## config.mk

```make
export PLATFORM = sky130hd
export DESIGN_NAME = imem_loader_flat
export DESIGN_NICKNAME = d
export VERILOG_FILES = /design/src/rtl/imem_loader_if.sv /design/src/rtl/imem_loader.sv /design/src/flat_wrapper.sv
export SDC_FILE = /design/constraint.sdc
export NUM_CORES = 1
export LEC_CHECK = 0
export CORE_MARGIN = 5
export CORE_UTILIZATION = 45
export CTS_CLUSTER_SIZE = 8
export DETAILED_ROUTE_END_ITERATION = 8
export GPL_TIMING_DRIVEN = 0
export PLACE_DENSITY = 0.82
export SLEW_MARGIN = 10
export SYNTH_ARGS = -nofsm -noshare
export SYNTH_HDL_FRONTEND = slang
export SYNTH_SLANG_ARGS = --single-unit
```

## constraint.sdc

```tcl
create_clock -name CLK -period 3.8 [get_ports CLK]
set_input_delay 0.95 -clock CLK [delete_from_list [all_inputs] [get_ports CLK]]
set_output_delay 0.95 -clock CLK [all_outputs]
set_load 0.05 [all_outputs]
```

## src/rtl/imem_loader_if.sv

```systemverilog
// Byte-stream input, instruction-memory write port and loader status flags
// shared between the program loader and its environment.
interface imem_loader_if;
  logic        rx_valid;
  logic [7:0]  rx_data;
  logic [31:0] pc;
  logic [31:0] imem_A;
  logic        imem_WE;
  logic [31:0] imem_WD;
  logic        core_hold;
  logic        busy;
  logic        load_done;
  logic        load_err;

  modport master (
    output rx_valid, rx_data, pc,
    input  imem_A, imem_WE, imem_WD, core_hold, busy, load_done, load_err
  );

  modport slave (
    input  rx_valid, rx_data, pc,
    output imem_A, imem_WE, imem_WD, core_hold, busy, load_done, load_err
  );
endinterface

```

## src/rtl/imem_loader.sv

```systemverilog
// Serial program loader: parses SYNC / count / words / XOR-checksum frames
// and writes the words into instruction memory while holding the core in reset.
module imem_loader #(
  parameter logic [7:0]  SYNC_BYTE      = 8'hA5,
  parameter int unsigned TIMEOUT_CYCLES = 100000
) (
  input logic          CLK,
  input logic          RST,
  imem_loader_if.slave bus
);
  // state | meaning
  // IDLE  | core runs, imem_A follows pc, waiting for SYNC_BYTE
  // COUNT | next byte is the word count (0 means 256)
  // DATA  | assembling words; stays one extra cycle to issue the last write
  // CHECK | next byte is the XOR checksum
  // DONE  | one-cycle load_done, core released next cycle
  // ERR   | bad checksum or timeout; only SYNC_BYTE restarts
  typedef enum logic [2:0] {IDLE, COUNT, DATA, CHECK, DONE, ERR} state_t;

  localparam int unsigned    TW      = (TIMEOUT_CYCLES > 1) ? $clog2(TIMEOUT_CYCLES) : 1;
  localparam logic [TW-1:0]  TO_LOAD = TW'(TIMEOUT_CYCLES - 1);

  state_t        state, state_next;
  logic [8:0]    word_cnt, word_idx;
  logic [1:0]    byte_idx;
  logic [23:0]   asm_lo;
  logic [7:0]    csum;
  logic          all_words;
  logic          wr_pend;
  logic [7:0]    wr_addr;
  logic [31:0]   wr_data;
  logic [TW-1:0] idle_cnt;
  logic          is_sync, timed, timeout, take_data;

  assign is_sync   = bus.rx_valid && (bus.rx_data == SYNC_BYTE);
  assign timed     = (state == COUNT) || (state == DATA) || (state == CHECK);
  // an arriving byte always wins over an expiring timer
  assign timeout   = timed && !bus.rx_valid && (idle_cnt == '0);
  assign take_data = (state == DATA) && !all_words && bus.rx_valid;

  always_ff @(posedge CLK or posedge RST) begin
    if (RST) state <= IDLE;
    else     state <= state_next;
  end

  always_comb begin
    state_next    = state;
    bus.busy      = (state != IDLE);
    bus.core_hold = (state != IDLE);
    bus.load_done = (state == DONE);
    bus.load_err  = (state == ERR);
    bus.imem_WE   = wr_pend;
    bus.imem_WD   = wr_data;
    bus.imem_A    = 32'h0;
    if (state == IDLE)  bus.imem_A = bus.pc;
    else if (wr_pend)   bus.imem_A = {22'b0, wr_addr, 2'b00};
    unique case (state)
      IDLE: begin
        if (is_sync) state_next = COUNT;
      end
      COUNT: begin
        if (bus.rx_valid) state_next = DATA;
        else if (timeout) state_next = ERR;
      end
      DATA: begin
        if (all_words) begin
          if (bus.rx_valid) state_next = (bus.rx_data == csum) ? DONE : ERR;
          else              state_next = CHECK;
        end else if (timeout) begin
          state_next = ERR;
        end
      end
      CHECK: begin
        if (bus.rx_valid) state_next = (bus.rx_data == csum) ? DONE : ERR;
        else if (timeout) state_next = ERR;
      end
      DONE:    state_next = IDLE;
      ERR: begin
        if (is_sync) state_next = COUNT;
      end
      default: state_next = IDLE;
    endcase
  end

  always_ff @(posedge CLK or posedge RST) begin
    if (RST) begin
      word_cnt  <= '0;
      word_idx  <= '0;
      byte_idx  <= '0;
      asm_lo    <= '0;
      csum      <= '0;
      all_words <= 1'b0;
      wr_pend   <= 1'b0;
      wr_addr   <= '0;
      wr_data   <= '0;
      idle_cnt  <= TO_LOAD;
    end else begin
      wr_pend <= 1'b0;
      if ((state == COUNT) && bus.rx_valid) begin
        word_cnt  <= (bus.rx_data == 8'd0) ? 9'd256 : {1'b0, bus.rx_data};
        word_idx  <= '0;
        byte_idx  <= '0;
        csum      <= '0;
        all_words <= 1'b0;
      end
      if (take_data) begin
        csum     <= csum ^ bus.rx_data;
        byte_idx <= byte_idx + 2'd1;
        unique case (byte_idx)
          2'd0: asm_lo[7:0]   <= bus.rx_data;
          2'd1: asm_lo[15:8]  <= bus.rx_data;
          2'd2: asm_lo[23:16] <= bus.rx_data;
          default: begin
            wr_pend   <= 1'b1;
            wr_addr   <= word_idx[7:0];
            wr_data   <= {bus.rx_data, asm_lo};
            word_idx  <= word_idx + 9'd1;
            all_words <= ((word_idx + 9'd1) == word_cnt);
          end
        endcase
      end
      if (bus.rx_valid || (state_next != state)) idle_cnt <= TO_LOAD;
      else if (idle_cnt != '0)                   idle_cnt <= idle_cnt - TW'(1);
    end
  end
endmodule
```

## src/flat_wrapper.sv

```systemverilog
// flat-port wrapper written by rule: the top's interface ports become plain ports
module imem_loader_flat 
#(
  parameter logic [7:0]  SYNC_BYTE      = 8'hA5,
  parameter int unsigned TIMEOUT_CYCLES = 100000
)
  (CLK, RST, bus_rx_valid, bus_rx_data, bus_pc, bus_imem_A, bus_imem_WE, bus_imem_WD, bus_core_hold, bus_busy, bus_load_done, bus_load_err);
  imem_loader_if bus_i ();
  input logic CLK;
  input logic RST;
  input wire logic [$bits(bus_i.rx_valid)-1:0] bus_rx_valid;
  input wire logic [$bits(bus_i.rx_data)-1:0] bus_rx_data;
  input wire logic [$bits(bus_i.pc)-1:0] bus_pc;
  output wire logic [$bits(bus_i.imem_A)-1:0] bus_imem_A;
  output wire logic [$bits(bus_i.imem_WE)-1:0] bus_imem_WE;
  output wire logic [$bits(bus_i.imem_WD)-1:0] bus_imem_WD;
  output wire logic [$bits(bus_i.core_hold)-1:0] bus_core_hold;
  output wire logic [$bits(bus_i.busy)-1:0] bus_busy;
  output wire logic [$bits(bus_i.load_done)-1:0] bus_load_done;
  output wire logic [$bits(bus_i.load_err)-1:0] bus_load_err;
  assign bus_i.rx_valid = bus_rx_valid;
  assign bus_i.rx_data = bus_rx_data;
  assign bus_i.pc = bus_pc;
  assign bus_imem_A = bus_i.imem_A;
  assign bus_imem_WE = bus_i.imem_WE;
  assign bus_imem_WD = bus_i.imem_WD;
  assign bus_core_hold = bus_i.core_hold;
  assign bus_busy = bus_i.busy;
  assign bus_load_done = bus_i.load_done;
  assign bus_load_err = bus_i.load_err;
  imem_loader #(.SYNC_BYTE(SYNC_BYTE), .TIMEOUT_CYCLES(TIMEOUT_CYCLES)) u_core (.CLK(CLK), .RST(RST), .bus(bus_i));
endmodule
```

# Word-level counts from Yosys, hierarchy flattened
# Cells that the tools add are included.
# W data, S select, Z words.
# totals
out_inout_bits	69
in_bits	43
reg_bits	114
# op_classes
bitwise	2
eq_ne	11
muxes	25
n_reduce_logical	25
n_addsub	3
# ops
op	count
$mux W9	4
$mux W17	2
$mux W32	1
$mux W3	6
$logic_not A17 Y1	1
$reduce_bool A17 Y1	1
$sub A17 B1 Y17 const B	1
$mux W8	2
$pmux W3 S4	1
$mux W10	1
$add A9 B1 Y9 const B	1
$eq A9 B9 Y1	1
$eq A8 B8 Y1	1
$eq A8 B8 Y1 const B	1
$logic_not A8 Y1	1
$reduce_and A2 Y1	4
$xor A8 B8 Y8	1
$eq A3 B2 Y1 const B	2
$eq A3 B3 Y1 const B	2
$logic_and A1 B1 Y1	6
$mux W1	6
$mux W2	2
$reduce_bool A2 Y1	2
$eq A3 B1 Y1 const B	1
other kinds (12)	15

# Depth between registers and ports, before layout
# logic_depth
word_depth	11
mapped_depth	8
ltp_nobuf	7

# Worst setup path after synthesis
# Ideal clock, no wire load.
# synth_timing
path_type	reg-to-output
start	register u_core.state[0]
end	output port bus_imem_A[8]
required_time_ps	2850
slack_ps	620
stages_incl_launch_ff	6
arrival_ps	2230
n_path_buf	3
cell_sequence	dfrtp_1 clkbuf_1 clkbuf_1 nor3_1 clkbuf_1 o21ai_0
# synth_between
elab_chain_cells	2
# synth_rtl
item	line	rtl
from (decl)	imem_loader.sv:23	state_t state, state_next;
from (signal assigned)	imem_loader.sv:43	else state <= state_next;
$logic_not A3 Y1	imem_loader.sv:55	if (state == IDLE) bus.imem_A = bus.pc;
$mux W32	imem_loader.sv:55	
to (decl)	flat_wrapper.sv:14	output wire logic [$bits(bus_i.imem_A)-1:0] bus_imem_A;
# Every way passes these cells.

# Worst setup path after layout
# layout_timing
start	register u_core.state[0]
end	output port bus_imem_A[5]
# Same word-level chain as after synthesis.

==> flow_metrics.tcl <==
set metrics [dict create \
    rsz0062_at_grt "false" \
    syn-num-nets 666 \
    clk_pin_slew_ps 50 \
    worst_clock_skew_ps 6.70 \
    ant_nets 0 \
    report.power.total_mw 5.84 \
    synth-main-ff-cell "sky130_fd_sc_hd__dfrtp_1" \
    grt_first_pass_wirelength_um 25200 \
    synth_seq_area_share_pct 50.6 \
    final_core_util_pct 60.8 \
    drcViolationCount 0 \
    post_cts_hold_buffer_count 0 \
    multi_input_area_um2 2620 \
    worst-endpoint-required_ps 2850 \
    io_buffers 103 \
    hold_end "u_core.bus.imem_WD[19]" \
    grt_antenna_before_repair 0 \
    finalMaxSlewViolations 0 \
    final.hold.worst_slack_ps 470 \
    place_congestion 0.930 \
    grt_util_all_layers_pct 21.4 \
    setup.worst_path.class "register to output port" \
    cp-start-kind "register" \
    stdcell_area_um2 7580 \
    first_global_vias 5246 \
    worst_path_cell_with_the_longest_stage_delay "sky130_fd_sc_hd__dlygate4sd2_1" \
    final.min_clock_period_ps 3660 \
    die_x_um 122 \
    antenna_cells_inserted 0 \
    worst_setup_path_end_kind "output port" \
    crit_path_cells "clkbuf_1 > clkbuf_1 > nor3_2 > clkbuf_1 > nand2_1 > o21ai_0 > dlygate4sd2_1" \
    timing.critical_path.fanout_max 10 \
    layout.filler_cells 1009 \
    sinks_on_the_clock_net 114 \
    status "finished, final reports clean" \
    source_to_sink_clock_delay_at_the_later_pin_of_the_worst_skew_pair_ps 410 \
    crit_share_post_route_pct 96.3 \
    layout_commonest_cell "sky130_fd_sc_hd__nand2_1" \
    initialDrtViolationCount 405 \
    worst_path_most_repeated_cell "sky130_fd_sc_hd__clkbuf_1" \
    seqCellArea_um2 2870 \
    area_delta_synth_final_pct 33.7 \
    die_y_um 122 \
    starting_density_pct 45.5 \
    hold-path-cell-count 2 \
    ctsLongestPathBuffers 2 \
    mappedNetlistArea_um2 5670 \
    synth.lib_cells_used.distinct 60 \
    number_of_setup_violations_in_the_final_report 0 \
    crit-reg2reg-launch "u_core.idle_cnt[11]" \
    gr-total-overflow 0 \
    cts_tree "yes" \
    core.rowCount 41 \
    fin_nets 791 \
    power.density_cell_area_nw_per_um2 771 \
    async_flop_share_pct 100 \
    slew-limit-headroom_pct 25.5 \
    dp_hpwl_um 10500 \
    total_leakage_power_nw 3.53 \
    setup.reg_to_reg.worst_slack_ps 1270 \
    rr_endpoint "u_core.idle_cnt[0]" \
    dr_total_vias 5080 \
    fin_hold_viols 0 \
    max_cap_violations 0 \
    routed_via_density 5.49 \
    boundaryPins 112 \
    synth_warnings 0 \
    worst-slew-pin-transition_ps 1120 \
    number_of_flops_mapped_to_enable_cells_by_yosys 0 \
    detail_route.first_pass.iterations 5 \
    dpl-instance-area_um2 6980 \
    route.final.wire_length_um 15500 \
    rr_worst_depth 5 \
    pin_count_of_the_biggest_net_entering_global_routing 40 \
    cts_buffers 17 \
    wl_per_cell_um 16.7 \
    cp_slowest_stage_delay_ps 550 \
    final_layout_size_suffix_gt1_share_pct 13.1 \
    vdd_ir_drop_max_v 0.000344 \
    clock-root-buffer "sky130_fd_sc_hd__clkbuf_16" \
    hold_path.class "register to register" \
    timing.setup.tns_ps 0 \
    synthCells 616 \
    layout_common_cells "sky130_fd_sc_hd__nand2_1 (187), sky130_fd_sc_hd__dfrtp_1 (104), sky130_fd_sc_hd__clkdlybuf4s50_1 (71), sky130_fd_sc_hd__o21ai_0 (43)" \
    syn_area_per_cell_um2 9.20 \
    floorplan.die_area_um2 14900 \
    worst-endpoint-arrival_ps 2710 \
    max_freq_ghz 0.273 \
    timing.hold.worst.start "u_core.asm_lo[19]" \
    core_um2 12500 \
    cts.htree.levels 4 \
    synth_seq_cells 114 \
]
per-layer routing:
metal,vias up,GRT usage (%),wire length [µm]
met1,2480,23.7,5770
met4,0,8.61,299
li1,2330,-,-
met3,29,5.81,1320
met5,-,0,0
met2,241,38.6,8070
flip-flops by register name (all words and copies together), names as in the netlist, 2 cells and up:
name,count
u_core.asm_lo,24
u_core.bus.imem_WD,32
u_core.byte_idx,2
u_core.csum,8
u_core.idle_cnt,17
u_core.state,3
u_core.word_cnt,9
u_core.word_idx,9
u_core.wr_addr,8
metrics by stage:
step	setup slack, ps	cells
floorplan	620	616
global placement	146	891
detailed placement	53.1	894
CTS	87.1	926
global route	2.82	926
finish	139	926
where the power goes:
part / switching, mW / total, mW / internal [mW] / leakage [nW]
sequential: 0.215 / 1.74 / 1.53 / 1.50
combinational: 1.59 / 2.36 / 0.764 / 1.71
clock: 0.570 / 1.74 / 1.17 / 0.309
how the worst max path moves through the flow:
stage               startpoint  cells past startpoint  slack (ps)              to
2_1_floorplan  u_core.state[0]                      5         620   bus_imem_A[8]
3_3_place_gp   u_core.state[0]                      6         150  bus_imem_A[11]
3_5_place_dp   u_core.state[0]                      7          50   bus_imem_A[9]
4_1_cts        u_core.state[0]                      6          90  bus_imem_A[11]
5_1_grt        u_core.state[0]                      7           3   bus_imem_A[3]
6_report       u_core.state[0]                      7         140   bus_imem_A[5]
kinds of logic (layout without fill, tap and decap cells):
family,Yosys count,after routing,share of synthesized area (%)
AOI/OAI and AO/OA,83,83,9.54
xor gates and xnor gates,30,30,4.64
adders and majority gates,7,7,1.55
buffers and inverters,45,183,3.27
DFF,114,114,50.6
muxes,26,26,5.14
and+or+nand+nor,311,311,25.3
repair_timing:
| item | CTS | global route |
|---|---|---|
| gates resized for setup | 33 | 17 |
| setup endpoints to repair | 33 | 11 |
| buffers inserted | 0 | 0 |
area by class of cell:
type | instances | area share (%)
Timing Repair Buffer | 106 | 13.8
Clock buffer | 20 | 5.76
Inverter | 10 | 0.545
Buffer | 35 | 1.95
Clock inverter | 12 | 2.72
Sequential cell | 114 | 37.8
Tap cell | 172 | 2.84
Multi-Input combinational cell | 457 | 34.6
critical path: cells and delay by family (launching register included):
kind | cells | cell delay, ps
buffers and inverters | 4 | 1350
and+or+nand+nor | 2 | 510
DFF | 1 | 360
AOI/OAI and AO/OA | 1 | 80
synthesized netlist by cell type (3+ instances only):
| library cell | number | area [µm²] |
|---|---|---|
| sky130_fd_sc_hd__o21ai_0 | 43 | 215 |
| sky130_fd_sc_hd__dfstp_2 | 10 | 263 |
| sky130_fd_sc_hd__and3_1 | 5 | 31.3 |
| sky130_fd_sc_hd__and2_1 | 27 | 169 |
| sky130_fd_sc_hd__a31oi_1 | 6 | 37.5 |
| sky130_fd_sc_hd__a21oi_1 | 4 | 20.0 |
| sky130_fd_sc_hd__inv_1 | 9 | 33.8 |
| sky130_fd_sc_hd__dfrtp_1 | 104 | 2600 |
| sky130_fd_sc_hd__o31ai_1 | 4 | 30.0 |
| sky130_fd_sc_hd__nand2_1 | 187 | 702 |
| sky130_fd_sc_hd__xor2_1 | 14 | 123 |
| sky130_fd_sc_hd__xnor2_1 | 16 | 140 |
| sky130_fd_sc_hd__nor2b_1 | 5 | 31.3 |
| sky130_fd_sc_hd__mux2_2 | 25 | 282 |
| sky130_fd_sc_hd__buf_1 | 5 | 18.8 |
| sky130_fd_sc_hd__nor2_1 | 27 | 101 |
| sky130_fd_sc_hd__nand2b_1 | 4 | 25.0 |
| sky130_fd_sc_hd__nor3_1 | 12 | 60.1 |
| sky130_fd_sc_hd__nand3b_1 | 3 | 22.5 |
| sky130_fd_sc_hd__nor4_1 | 7 | 43.8 |
| sky130_fd_sc_hd__ha_1 | 7 | 87.6 |
| sky130_fd_sc_hd__nand3_1 | 14 | 70.1 |
| sky130_fd_sc_hd__nand4_1 | 4 | 25.0 |
| sky130_fd_sc_hd__buf_2 | 10 | 50.1 |
| sky130_fd_sc_hd__clkbuf_1 | 19 | 71.3 |
| sky130_fd_sc_hd__o2111ai_1 | 3 | 26.3 |
(Power assumes the default switching activity.)
==> edit, RTL diff (config.mk and constraints unchanged) <==
Re-encode `state_t` (6 states) as one-hot, 6 bits wide.
--- a/src/rtl/imem_loader.sv
+++ b/src/rtl/imem_loader.sv
@@ -15,7 +15,7 @@
   // CHECK | next byte is the XOR checksum
   // DONE  | one-cycle load_done, core released next cycle
   // ERR   | bad checksum or timeout; only SYNC_BYTE restarts
-  typedef enum logic [2:0] {IDLE, COUNT, DATA, CHECK, DONE, ERR} state_t;
+  typedef enum logic [5:0] {IDLE = 6'b000001, COUNT = 6'b000010, DATA = 6'b000100, CHECK = 6'b001000, DONE = 6'b010000, ERR = 6'b100000} state_t;
 
   localparam int unsigned    TW      = (TIMEOUT_CYCLES > 1) ? $clog2(TIMEOUT_CYCLES) : 1;
   localparam logic [TW-1:0]  TO_LOAD = TW'(TIMEOUT_CYCLES - 1);
Behaviour: same outputs for any inputs over 4 cycles, from zero or initial values and one cycle with RST high; so few cycles prove little.
==> edit against the unedited design <==
Via count decreased by 6.2%; power decreased by 24%; synthesized area increased by 5.4%; critical endpoint is now bus_imem_A[21]; setup slack improved by 0.00092 ns; count of clock-buffer cells in the layout unchanged; global-route usage decreased by 1.6 points; sequential power decreased by 26%; die area increased by 5.0%; combinational power decreased by 37%; critical path type unchanged; cell area increased by 3.6%; sequential cell count increased by 3; critical path depth decreased by 1; wire length decreased by 2.2%.
==> edit: results (changes against the unedited design) <==
{| class="wikitable"
! Metric !! Value
|-
| Total placed instance area || 7290 um^2 (+4.5%)
|-
| Endpoint of the worst-slack reg-to-reg timing path || u_core.word_idx[6]
|-
| Startpoint of the worst hold path || u_core.asm_lo[12]
|-
| Slack of the worst reg-to-reg path || 1.32 ns (+0.05 ns)
|-
| Depth of the worst register-to-register path || 7 (+2)
|-
| Sequential group share of total power || 29.2% (-0.7 points)
|-
| Detailed Route Iter0 Violations || 278 (-31%)
|-
| Run status || finished, final reports clean
|-
| Static Leakage || 3.63 nW (+3.1%)
|-
| Share of power burned in combinational logic || 33.6% (-6.8 points)
|-
| Capturing element of the worst setup path || bus_imem_A[21]
|-
| Global routing met2 resource utilization || 33.2% (-5.4 points)
|-
| Post-synth net total || 604 (-9.3%)
|-
| Total power divided by cell area || 562 nW/um^2 (-27%)
|-
| Via count of the first global-routing pass || 4953 (-5.6%)
|-
| Sequential share of the synthesized area || 49.2% (-1.3 points)
|-
| Grt met3 use || 5.88% (+0.078 points)
|-
| Total wire length || 15100 um (-2.2%)
|-
| Distinct cells, synth || 61 (+1.7%)
|-
| Area contributors post-synth || dfrtp_1, mux2_2, dfstp_2
|-
| CTS buffer count || 17 (unchanged)
|-
| Portion of the clock cycle consumed by the worst path in the final layout || 96.3% (about the same)
|-
| Global-route wire length before repair || 25300 um (+0.38%)
|-
| Max VDD drop || 350 uV (+1.7%)
|-
| Pin slew with the least headroom to its limit || 0.724 ns (-0.391 ns)
|-
| Worst setup path start || u_core.state[1]
|-
| Power group with the largest share || clock
|-
| Number of nets at the end of the flow || 730 (-7.7%)
|-
| Total half-perimeter wirelength after legalization and detailed placement || 10700 um (+1.6%)
|-
| Total Routing Usage GR || 19.7% (-1.6 points)
|-
| Cell types with the highest counts after synthesis || dfrtp_1, mux2_2, o21ai_0
|-
| Gate count after technology mapping || 554 (-10%)
|-
| Ratio of cells with drive above 1 in the final layout || 22.1% (+8.9 points)
|-
| Via count || 4767 (-6.2%)
|-
| Global-route track usage on met1 || 24.5% (+0.77 points)
|-
| Worst Setup Slack post-DPL || -0.415 ns (-0.468 ns)
|}
## edit: worst min-delay path by stage
stage                                   to  slack [ns]  cells past startpoint
floorplan                   u_core.csum[0]        0.47                      1
global placement     u_core.bus.imem_WD[4]        0.48                      1
detailed placement       u_core.asm_lo[10]        0.49                      1
CTS                 u_core.bus.imem_WD[12]        0.50                      1
global route             u_core.asm_lo[10]        0.51                      1
finish              u_core.bus.imem_WD[12]        0.50                      1
## edit: timing repair
| action | in CTS | in global routing |
|---|---|---|
| buffers inserted | 1 | 0 |
| resized for setup | 49 | 37 |
| hold endpoints to repair | 0 | 0 |
| setup endpoints to repair | 34 | 26 |
| pin swaps | 1 | 0 |
## edit: critical path, stage by stage (launching register included)
cell and delay, ns:
dfrtp_1 0.44, or2_1 0.32, nor4_4 0.32, buf_4 0.20, clkbuf_1 0.28, and3_1 0.19
dlygate4sd2_1 0.52
## edit: cell families (layout without fill, tap and decap cells)
kind of cell / Yosys count / after routing / share of synthesized area (%)
muxes: 76 / 76 / 14.3
DFF: 117 / 117 / 49.2
and+or+nand+nor: 184 / 184 / 17.4
adders and majority gates: 7 / 7 / 1.47
buffers and inverters: 52 / 191 / 3.64
xor gates and xnor gates: 31 / 31 / 4.54
AOI/OAI and AO/OA: 87 / 87 / 9.45
## edit: layout make-up
class	count	area, um^2
Buffer	39	170
Clock buffer	20	457
Clock inverter	12	153
Fill cell	1084	5280
Inverter	13	52.6
Multi-Input combinational cell	385	2820
Sequential cell	117	2940
Tap cell	176	220
Timing Repair Buffer	107	1040
## edit: routing by layer
| layer | part of all wire (%) | vias up | routed length (um) |
|---|---|---|---|
| met5 | 0 | - | 0 |
| met3 | 5.6 | 26 | 845 |
| met2 | 52 | 148 | 7790 |
| met4 | 1.5 | 0 | 227 |
| met1 | 41 | 2350 | 6250 |
| li1 | - | 2243 | - |
